## src/rtl/ip_psram_arbiter.sv

```systemverilog
// Two-requester arbiter for one ip_psram channel: latches command pulses per port,
// issues them one at a time (round-robin or A-first) and routes read data back.
module ip_psram_arbiter #(
  parameter bit FIXED_PRIORITY = 1'b0
) (
  input  logic        clk,
  input  logic        n_reset,
  input  logic        rd_a,
  input  logic        wr_a,
  input  logic [21:0] address_a,
  input  logic [7:0]  wdata_a,
  output logic        busy_a,
  output logic [7:0]  rdata_a,
  output logic        rdata_en_a,
  input  logic        rd_b,
  input  logic        wr_b,
  input  logic [21:0] address_b,
  input  logic [7:0]  wdata_b,
  output logic        busy_b,
  output logic [7:0]  rdata_b,
  output logic        rdata_en_b,
  output logic        psram_rd,
  output logic        psram_wr,
  output logic [21:0] psram_address,
  output logic [7:0]  psram_wdata,
  input  logic        psram_busy,
  input  logic [7:0]  psram_rdata,
  input  logic        psram_rdata_en
);

  localparam logic [1:0] S_IDLE      = 2'd0;
  localparam logic [1:0] S_WAIT_ACK  = 2'd1;
  localparam logic [1:0] S_WAIT_DONE = 2'd2;
  localparam logic [1:0] S_WAIT_READ = 2'd3;

  localparam logic PORT_A = 1'b0;
  localparam logic PORT_B = 1'b1;

  logic [1:0]  state;
  logic        valid_a, valid_b;
  logic        is_read_a, is_read_b;
  logic [21:0] addr_a_q, addr_b_q;
  logic [7:0]  wdata_a_q, wdata_b_q;
  logic        owner, owner_active, cur_read, read_done, last_grant;

  logic        accept_a, accept_b, grant_any, grant_b;
  logic        sel_read;
  logic [21:0] sel_addr;
  logic [7:0]  sel_wdata;

  assign busy_a    = valid_a | (owner_active & (owner == PORT_A));
  assign busy_b    = valid_b | (owner_active & (owner == PORT_B));
  assign accept_a  = (rd_a | wr_a) & ~busy_a;
  assign accept_b  = (rd_b | wr_b) & ~busy_b;
  assign grant_any = (state == S_IDLE) & ~psram_busy & (valid_a | valid_b);

  // NOTE: every signal written here gets a default first so no latch is inferred.
  always_comb begin
    grant_b   = 1'b0;
    sel_read  = is_read_a;
    sel_addr  = addr_a_q;
    sel_wdata = wdata_a_q;
    if (valid_b && (!valid_a || (!FIXED_PRIORITY && last_grant == PORT_A))) begin
      grant_b = 1'b1;
    end
    if (grant_b) begin
      sel_read  = is_read_b;
      sel_addr  = addr_b_q;
      sel_wdata = wdata_b_q;
    end
  end

  // Pending command registers; rd wins over wr when both pulse together.
  // NOTE: sequential state uses non-blocking assignments so all flops update together.
  always_ff @(posedge clk or negedge n_reset) begin
    if (!n_reset) begin
      valid_a   <= 1'b0;
      is_read_a <= 1'b0;
      addr_a_q  <= '0;
      wdata_a_q <= '0;
      valid_b   <= 1'b0;
      is_read_b <= 1'b0;
      addr_b_q  <= '0;
      wdata_b_q <= '0;
    end else begin
      if (accept_a) begin
        valid_a   <= 1'b1;
        is_read_a <= rd_a;
        addr_a_q  <= address_a;
        wdata_a_q <= wdata_a;
      end else if (grant_any && !grant_b) begin
        valid_a <= 1'b0;
      end
      if (accept_b) begin
        valid_b   <= 1'b1;
        is_read_b <= rd_b;
        addr_b_q  <= address_b;
        wdata_b_q <= wdata_b;
      end else if (grant_any && grant_b) begin
        valid_b <= 1'b0;
      end
    end
  end

  always_ff @(posedge clk or negedge n_reset) begin
    if (!n_reset) begin
      state         <= S_IDLE;
      owner         <= PORT_A;
      owner_active  <= 1'b0;
      cur_read      <= 1'b0;
      read_done     <= 1'b0;
      last_grant    <= PORT_B;
      psram_rd      <= 1'b0;
      psram_wr      <= 1'b0;
      psram_address <= '0;
      psram_wdata   <= '0;
      rdata_a       <= '0;
      rdata_b       <= '0;
      rdata_en_a    <= 1'b0;
      rdata_en_b    <= 1'b0;
    end else begin
      psram_rd   <= 1'b0;
      psram_wr   <= 1'b0;
      rdata_en_a <= 1'b0;
      rdata_en_b <= 1'b0;
      case (state)
        S_IDLE: begin
          if (grant_any) begin
            owner         <= grant_b;
            owner_active  <= 1'b1;
            last_grant    <= grant_b;
            cur_read      <= sel_read;
            read_done     <= 1'b0;
            psram_address <= sel_addr;
            psram_wdata   <= sel_wdata;
            psram_rd      <= sel_read;
            psram_wr      <= ~sel_read;
            state         <= S_WAIT_ACK;
          end
        end
        S_WAIT_ACK: begin
          state <= cur_read ? S_WAIT_READ : S_WAIT_DONE;
        end
        S_WAIT_DONE: begin
          if (!psram_busy) begin
            owner_active <= 1'b0;
            state        <= S_IDLE;
          end
        end
        S_WAIT_READ: begin
          if (psram_rdata_en && !read_done) begin
            read_done <= 1'b1;
            if (owner == PORT_A) begin
              rdata_a    <= psram_rdata;
              rdata_en_a <= 1'b1;
            end else begin
              rdata_b    <= psram_rdata;
              rdata_en_b <= 1'b1;
            end
          end
          // The data strobe and the busy release may arrive in the same cycle.
          if ((read_done || psram_rdata_en) && !psram_busy) begin
            owner_active <= 1'b0;
            state        <= S_IDLE;
          end
        end
        default: state <= S_IDLE;
      endcase
    end
  end

endmodule

```

## config.mk

```make
export PLATFORM = sky130hd
export DESIGN_NAME = ip_psram_arbiter
export DESIGN_NICKNAME = d
export VERILOG_FILES = /design/src/rtl/ip_psram_arbiter.sv
export SDC_FILE = /design/constraint.sdc
export NUM_CORES = 1
export LEC_CHECK = 0
export ABC_AREA = 1
export CAP_MARGIN = 15
export CORE_MARGIN = 2
export CORE_UTILIZATION = 53
export CTS_CLUSTER_DIAMETER = 120
export CTS_CLUSTER_SIZE = 10
export DETAILED_ROUTE_END_ITERATION = 8
export GPL_TIMING_DRIVEN = 0
export PLACE_DENSITY_LB_ADDON = 0.25
export SLEW_MARGIN = 20
export SYNTH_ARGS = -nofsm -noshare
export SYNTH_HDL_FRONTEND = slang
export SYNTH_SLANG_ARGS = --single-unit
```

## constraint.sdc

```tcl
create_clock -name clk -period 4 [get_ports clk]
set_clock_uncertainty 0.1 [all_clocks]
set_input_delay 0.4 -clock clk [delete_from_list [all_inputs] [get_ports clk]]
set_output_delay 0.4 -clock clk [all_outputs]
set_load 0.005 [all_outputs]
```

==> flow_summary.toml, run 1 <==
[outcome]
outcome = "finished clean"

[detailed_routing]
detail_route.wl_per_cell_um = 14.1
vias_per_cell = 4.89
vias = 4422
ant_nets = 0
wirelength_um = 12700
drc = 0
drt_iter0_drc = 235
firstDrtPassIters = 4

[clock_tree]
clk_pin_slew_ns = 0.06
cts.path.max_buffers = 2
cts_setup_buffers = 0
cts_tree = "built"
clock_sinks = 121
clock_latency_ns = 0.52
cts_inserted_buffers = 17
cts_max_level = 4
cts-root-buf = "clkbuf_8"

[synthesis]
ys_types = 21
netlist_area_sq_mm = 0.00513
yosysSeqAreaShare_pct = 59.0
yosys_register_bits = 121
synth_nets = 691
postSynthAreaPerCell_sq_um = 8.35
netlist_instances = 615
yosys_warnings = 0

[final_layout]
drive_above_1_share_pct = 10.5
final_area_sq_mm = 0.00720
instances_no_fill = 904
layout.nets = 839
area_growth_pct = 40.3
antenna_cells = 0
nFillCells = 670

[global_route]
antenna_found_initial = 0
grt_pass1_wl_um = 21000
grt-ovfl-total = 0
grt_max_degree = 64
grt.total_usage_pct = 26.1
first_global_vias = 4555

[die]
coreArea_sq_mm = 0.00933
die_w_um = 102
die_area_sq_mm = 0.0105
start_util_pct = 55.0
dieHeight_um = 102
rows = 35
ioPinCount = 128

[timing]
whs_ns = 0.312
maxSlewViolCount = 0
min_period_ns = 2.22
setup_viol = 0
fin_ws_ns = 1.78
fin_tns_setup_ns = 0
rsz0062_at_grt = "no"
finalCritPeriodShare_pct = 55.4
tightest_slew_ns = 0.548
final-hold-violation-count = 0
slew_headroom_pct = 63.5
maxClockFrequency_mhz = 451

[pwr]
power.leakage_nw = 3.76
peakVddDrop_uv = 463
power_density_mw_per_mm2 = 803

[placed_design]
place_area_sq_mm = 0.00660
port_buffers = 127
place_ws_ns = 2.13
dpl.hpwl_um = 8800
place_congestion = 0.858
placed_cells = 872

[hold_path]
hp-class = "input pin to asynchronous set/reset pin"

[critical_path]
cp.arrival_ns = 1.72
ff2ff_setup_slack_ns = 2.51
reg2reg_to = "is_read_a"
reg2regPathDepth = 6
worstSetupEndpointType = "primary output"
crit_type = "flip-flop to primary output"
cp_max_fo = 4
rr_startpoint = "owner"
cp_data_required_time_ns = 3.50
startpoint_type = "flip-flop"

[job]
cap_violations = 0
==> layout by cell type (no fill, tap or decap), types with 3 or more instances in the layout <==
| master | count |
|---|---|
| nor2_1 | 4 |
| o21ai_0 | 11 |
| o21ai_1 | 44 |
| bufinv_16 | 4 |
| buf_4 | 6 |
| dfrtp_1 | 120 |
| inv_1 | 54 |
| clkinvlp_4 | 3 |
| inv_2 | 7 |
| buf_2 | 14 |
| o21ai_2 | 8 |
| nand2_1 | 325 |
| nand2_2 | 3 |
| clkbuf_16 | 16 |
| buf_6 | 7 |
| nand3_1 | 4 |
| clkinv_2 | 3 |
| clkdlybuf4s50_1 | 126 |
==> how the worst max path moves through the flow <==
| stage | end | from | slack, ns | cells past startpoint |
|---|---|---|---|---|
| after floorplan | valid_a | last_grant | 2.75 | 6 |
| after global placement | addr_a_q[1] | n_reset | -2.03 | 1 |
| after detailed placement | addr_a_q[17] | rd_a | 2.13 | 5 |
| after CTS | busy_a | owner | 1.78 | 4 |
| after global routing | busy_a | owner | 1.69 | 4 |
| final | busy_a | owner | 1.78 | 4 |
==> sequential cells by signal (all words and copies together), names as in the netlist, 2 cells and up <==
| name | flops |
|---|---|
| rdata_b | 8 |
| psram_address | 22 |
| addr_b_q | 22 |
| state | 2 |
| psram_wdata | 8 |
| wdata_a_q | 8 |
| addr_a_q | 22 |
| rdata_a | 8 |
| wdata_b_q | 8 |
==> routing by layer <==
metal  GRT usage [%]  part of all wire (%)  vias up
met5               0                     0        -
met4            9.03                   1.5        0
met3            4.72                   4.7       17
met2            45.8                    52      148
met1            32.7                    42     2108
li1                -                     -     2149
==> report_power, final <==
part | switching [W] | total (W) | internal (W) | leakage (nW)
Clock | 0.000547 | 0.00155 | 0.00101 | 0.284
Combinational | 0.00114 | 0.00212 | 0.000976 | 1.96
Sequential | 0.000320 | 0.00211 | 0.00179 | 1.52
==> through the flow <==
stage | power [W] | util (%)
after floorplan | 0.00328 | -
after detailed placement | 0.00421 | 70.7
final | 0.00578 | 77.2
after CTS | 0.00581 | 77.2
after global placement | 0.00411 | 70.4
after global routing | 0.00618 | 77.2
==> synthesized netlist by cell type (all sizes together) <==
| master | number | area [sq um] |
|---|---|---|
| o21bai | 1 | 7.51 |
| buf | 26 | 183 |
| dfstp | 1 | 26.3 |
| or2 | 1 | 6.26 |
| dfrtp | 120 | 3000 |
| nand2 | 328 | 1240 |
| inv | 61 | 229 |
| nor2 | 6 | 32.5 |
| o21ai | 63 | 345 |
| nand3 | 7 | 57.6 |
| a21oi | 1 | 5.00 |
==> kinds of logic after synthesis <==
kind of cell           after synthesis  synth area share [%]
buffers and inverters               87                  8.02
flip-flops                         121                  59.0
AND/OR/NAND/NOR                    342                  26.0
AO/OA/AOI/OAI                       65                  6.97
==> what timing repair did <==
item                      4_1_cts  5_1_grt
hold endpoints to repair       57        0
gates resized for setup         0        0
hold buffers                    1        0
==> area by class of cell <==
class,count,area [sq um],share of cell area [%]
flip-flops and latches,121,3030,42.1
multi-input cells,407,1690,23.5
clock inverters,12,175,2.43
repair buffers,129,1310,18.2
inverters,61,229,3.18
well taps,129,161,2.24
clock buffers,19,422,5.85
plain buffers,26,183,2.54
==> critical path, stage by stage (launching register included) <==
cell             delay [ns]
dfrtp_1                0.44
inv_2                  0.09
nand2_1                0.09
nand2_1                0.09
clkdlybuf4s50_1        0.49
Power figures use the tool's default switching activity.
==> inputs of run 2 (changes only) <==
--- a/config.mk
+++ b/config.mk
@@ -8,7 +8,7 @@
 export ABC_AREA = 1
 export CAP_MARGIN = 15
 export CORE_MARGIN = 2
-export CORE_UTILIZATION = 53
+export CORE_UTILIZATION = 49
 export CTS_CLUSTER_DIAMETER = 120
 export CTS_CLUSTER_SIZE = 10
 export DETAILED_ROUTE_END_ITERATION = 8
==> constraint.sdc (replaced) <==
create_clock -name clk -period 2.25 [get_ports clk]
set_clock_uncertainty 0.1 [all_clocks]
set_input_delay 0.225 -clock clk [delete_from_list [all_inputs] [get_ports clk]]
set_output_delay 0.225 -clock clk [all_outputs]
set_load 0.005 [all_outputs]
==> flow_summary.toml, run 2 (synthesis gave the netlist of run 1 again) <==
[pwr]
power.leakage_nw = 3.75
peakVddDrop_uv = 533
power_density_mw_per_mm2 = 1390

[die]
ioPinCount = 128
coreArea_sq_mm = 0.0102
die_w_um = 106
start_util_pct = 50.2
rows = 37
dieHeight_um = 106
die_area_sq_mm = 0.0113

[final_layout]
layout.nets = 839
drive_above_1_share_pct = 10.2
layout_commonest_cell = "nand2_1"
biggestRegsByFlops = "addr_a_q x22, addr_b_q x22, psram_address x22"
antenna_cells = 0
final_cell_mix = "nand2_1 (325), clkdlybuf4s50_1 (126), dfrtp_1 (120)"
area_growth_pct = 39.6

[critical_path]
worstSetupEndpointType = "primary output"
rr_startpoint = "owner"
startpoint_type = "flip-flop"
startpoint = "owner"
cp_data_required_time_ns = 1.92
reg2regPathDepth = 6
cp.arrival_ns = 1.73
reg2reg_to = "addr_b_q[3]"
ff2ff_setup_slack_ns = 0.78
crit_type = "flip-flop to primary output"
cp_max_fo = 4

[detailed_routing]
vias = 4391
drc = 0
detail_route.wl_per_cell_um = 13.8
vias_per_cell = 4.83
ant_nets = 0
firstDrtPassIters = 4
drt_iter0_drc = 283
wirelength_um = 12600

[clock_tree]
cts.path.max_buffers = 2
clk_pin_slew_ns = 0.05
cts_inserted_buffers = 17
cts_max_level = 4
clock_sinks = 121
cts-root-buf = "clkbuf_8"
clock_latency_ns = 0.51
cts_tree = "built"
cts_setup_buffers = 0

[timing]
tightest_slew_ns = 0.405
min_period_ns = 2.05
fin_ws_ns = 0.196
slew_headroom_pct = 73.0
fin_tns_setup_ns = 0
finalCritPeriodShare_pct = 91.3
final-hold-violation-count = 0
setup_viol = 0
maxClockFrequency_mhz = 487
maxSlewViolCount = 0
rsz0062_at_grt = "no"

[placed_design]
port_buffers = 127
place_ws_ns = 0.550
dpl.hpwl_um = 9010
place_congestion = 0.824

[global_route]
antenna_found_initial = 0
grt-ovfl-total = 0
first_global_vias = 4596
grt.total_usage_pct = 24.0
grt_pass1_wl_um = 21000
grt_max_degree = 85

[outcome]
outcome = "finished clean"

[job]
cap_violations = 0

[hold_path]
hp-class = "input pin to asynchronous set/reset pin"
## run 2: changes by cell type in the layout (fill, tap and decap cells not counted), sizes merged
cell,change
clkinvlp,-3
clkinv,-3
bufinv,-4
clkbuf,+9
inv,-1
## run 2: critical path: stages, from the launching register on
cell and delay (ns):
dfrtp_1 0.44, inv_2 0.10, nand2_1 0.09, nand2_1 0.09
clkdlybuf4s50_1 0.50
## run 2: per-layer routing
metal	routed length, um	vias to the layer above	part of all wire [%]	track usage [%]
li1	-	2159	-	-
met1	5260	2053	42	29.5
met2	6320	151	50	40.1
met3	728	28	5.8	5.82
met4	268	0	2.1	10.6
met5	0	-	0	0
## run 2: area by class of cell
| cell class | count | area, sq um |
|---|---|---|
| clock inverters | 1 | 5.00 |
| repair buffers | 129 | 1310 |
| fillers | 809 | 3070 |
| inverters | 61 | 229 |
| plain buffers | 26 | 183 |
| multi-input cells | 407 | 1690 |
| well taps | 136 | 170 |
| flip-flops and latches | 121 | 3030 |
| clock buffers | 28 | 546 |
## run 2: power by group
| group | switching [W] | internal, W |
|---|---|---|
| registers | 0.000570 | 0.00318 |
| logic | 0.00200 | 0.00173 |
| clock network | 0.000866 | 0.00160 |
## run 2: how the worst max path moves through the flow
stage,cells after the start,slack (ns),endpoint
2_1_floorplan,6,1.0,valid_a
3_3_place_gp,1,-3.68,psram_address[6]
6_report,4,0.20,busy_a
3_5_place_dp,6,0.55,wdata_a_q[5]
4_1_cts,4,0.18,busy_a
5_1_grt,3,0.12,busy_b
## run 2: stage by stage
stage / total power, W / area, sq um / util (%) / hold slack [ns] / std cells
after floorplan: 0.00583 / 5130 / - / -0.171 / 615
after global placement: 0.00731 / 6580 / 64.3 / 0.358 / 878
after detailed placement: 0.00751 / 6600 / 64.5 / 0.0540 / 879
after CTS: 0.0100 / 7160 / 70.0 / 0.0837 / 909
after global routing: 0.0107 / 7160 / 70.0 / 0.102 / 909
final: 0.00995 / 7160 / 70.0 / 0.0781 / 909
## run 2: timing repair
action | 4_1_cts | 5_1_grt
hold endpoints to repair | 120 | 0
hold buffers | 1 | 0
resized for setup | 0 | 0
==> inputs of run 3 (changes only) <==
--- a/config.mk
+++ b/config.mk
@@ -14,7 +14,6 @@
 export DETAILED_ROUTE_END_ITERATION = 8
 export GPL_TIMING_DRIVEN = 0
 export PLACE_DENSITY_LB_ADDON = 0.25
-export SLEW_MARGIN = 20
 export SYNTH_ARGS = -nofsm -noshare
 export SYNTH_HDL_FRONTEND = slang
 export SYNTH_SLANG_ARGS = --single-unit
==> flow_summary.toml, run 3 (synthesis gave the netlist of run 1 again) <==
[outcome]
outcome = "finished clean"

[timing]
min_period_ns = 2.01
fin_tns_setup_ns = 0
setup_viol = 0
fin_ws_ns = 0.235
whs_ns = 0.0897
tightest_slew_ns = 0.414
maxClockFrequency_mhz = 496
slew_headroom_pct = 72.4
finalCritPeriodShare_pct = 89.5
rsz0062_at_grt = "no"
final-hold-violation-count = 0
maxSlewViolCount = 0

[critical_path]
reg2regPathDepth = 6
crit_type = "flip-flop to primary output"
startpoint = "owner"
cp_max_fo = 4
cp_data_required_time_ns = 1.92
cp.arrival_ns = 1.69
endpoint = "busy_a"
reg2reg_to = "wdata_a_q[0]"
startpoint_type = "flip-flop"
ff2ff_setup_slack_ns = 0.74
rr_startpoint = "owner"
worstSetupEndpointType = "primary output"

[detailed_routing]
vias_per_cell = 4.82
drc = 0
drt_iter0_drc = 256
firstDrtPassIters = 5
wirelength_um = 12800
detail_route.wl_per_cell_um = 14.2
ant_nets = 0
vias = 4374

[pwr]
seqPwrFrac_pct = 37.5
p_clk_share_pct = 25.2
sw_frac_of_total_pct = 34.5
peakVddDrop_uv = 578
p_sw_w = 0.00346
power.leakage_nw = 3.75
intPower_w = 0.00658
power_density_mw_per_mm2 = 1400
combPwrFrac_pct = 37.3

[global_route]
grt.total_usage_pct = 24.6
grt_max_degree = 86
antenna_found_initial = 0
first_global_vias = 4587
grt-ovfl-total = 0
grt_pass1_wl_um = 21500

[die]
coreArea_sq_mm = 0.0102
die_area_sq_mm = 0.0113
rows = 37
die_w_um = 106
start_util_pct = 50.2
ioPinCount = 128
dieHeight_um = 106

[placed_design]
dpl.hpwl_um = 9040
place_ws_ns = 0.540
port_buffers = 127
place_congestion = 0.824
placed_cells = 879

[clock_tree]
cts_max_level = 4
cts-root-buf = "clkbuf_8"
clk_pin_slew_ns = 0.05
cts.path.max_buffers = 2
clock_sinks = 121
clock_latency_ns = 0.51
cts_inserted_buffers = 17
cts_tree = "built"

[final_layout]
instances_no_fill = 908
layout_commonest_cell = "nand2_1"
nFillCells = 810
area_growth_pct = 39.5
drive_above_1_share_pct = 9.84
biggestRegsByFlops = "addr_a_q x22, addr_b_q x22, psram_address x22"
layout.nets = 839
final_cell_mix = "nand2_1 (325), clkdlybuf4s50_1 (126), dfrtp_1 (120)"
antenna_cells = 0

[hold_path]
hp-class = "input pin to asynchronous set/reset pin"

[job]
cap_violations = 0
==> run 3: cell types whose count changed in the layout (fill, tap and decap cells not counted) <==
cell / delta
bufinv_16: +2
clkbuf_1: +2
clkbuf_8: -5
==> run 3: power groups by stage <==
stage	registers (W)	logic (W)	clock network, W
after floorplan	0.00367	0.00216	0
after global placement	0.00372	0.00359	0
after detailed placement	0.00377	0.00374	0
after CTS	0.00377	0.00380	0.00256
after global routing	0.00388	0.00424	0.00266
final	0.00377	0.00375	0.00253
==> run 3: final cells by class <==
class | instances | area, sq um | area share [%]
Tap cell | 136 | 170 | 2.38
Clock inverter | 3 | 65.1 | 0.908
Sequential cell | 121 | 3030 | 42.3
Clock buffer | 25 | 484 | 6.76
Multi-Input combinational cell | 407 | 1690 | 23.6
Inverter | 61 | 229 | 3.20
Buffer | 26 | 183 | 2.55
Timing Repair Buffer | 129 | 1310 | 18.3
==> run 3: per-layer routing <==
layer	GRT usage (%)	vias to the layer above	share of wire, %
li1	-	2155	-
met3	6.07	17	4.9
met5	0	-	0
met2	42.8	142	52
met4	7.80	0	1.5
met1	30.0	2060	42
==> run 3: per-stage QoR <==
step / cell area, sq um / utilization, % / power, W
2_1_floorplan: 5130 / - / 0.00583
3_5_place_dp: 6600 / 64.5 / 0.00751
4_1_cts: 7160 / 70.0 / 0.0101
5_1_grt: 7160 / 70.0 / 0.0108
3_3_place_gp: 6580 / 64.3 / 0.00731
6_report: 7160 / 70.0 / 0.0100
==> run 3: how the worst min path moves through the flow <==
stage                   start              to  cells past startpoint
finish                n_reset  psram_wdata[2]                      2
global route          n_reset  psram_wdata[2]                      2
CTS                   n_reset  psram_wdata[2]                      2
detailed placement    n_reset  psram_wdata[2]                      1
global placement    is_read_a       is_read_a                      2
floorplan             n_reset     addr_a_q[0]                      0
==> run 3: worst max-delay path: stages, from the launching register on <==
cell and delay, ns:
dfrtp_1 0.43, inv_2 0.09, nand2_1 0.09, nand2_1 0.08
clkdlybuf4s50_1 0.49
==> run 3: repair_timing <==
item | in CTS | in global routing
buffers inserted | 0 | 0
hold buffers | 1 | 0
resized for setup | 0 | 0
endpoints found under the hold margin | 120 | 0
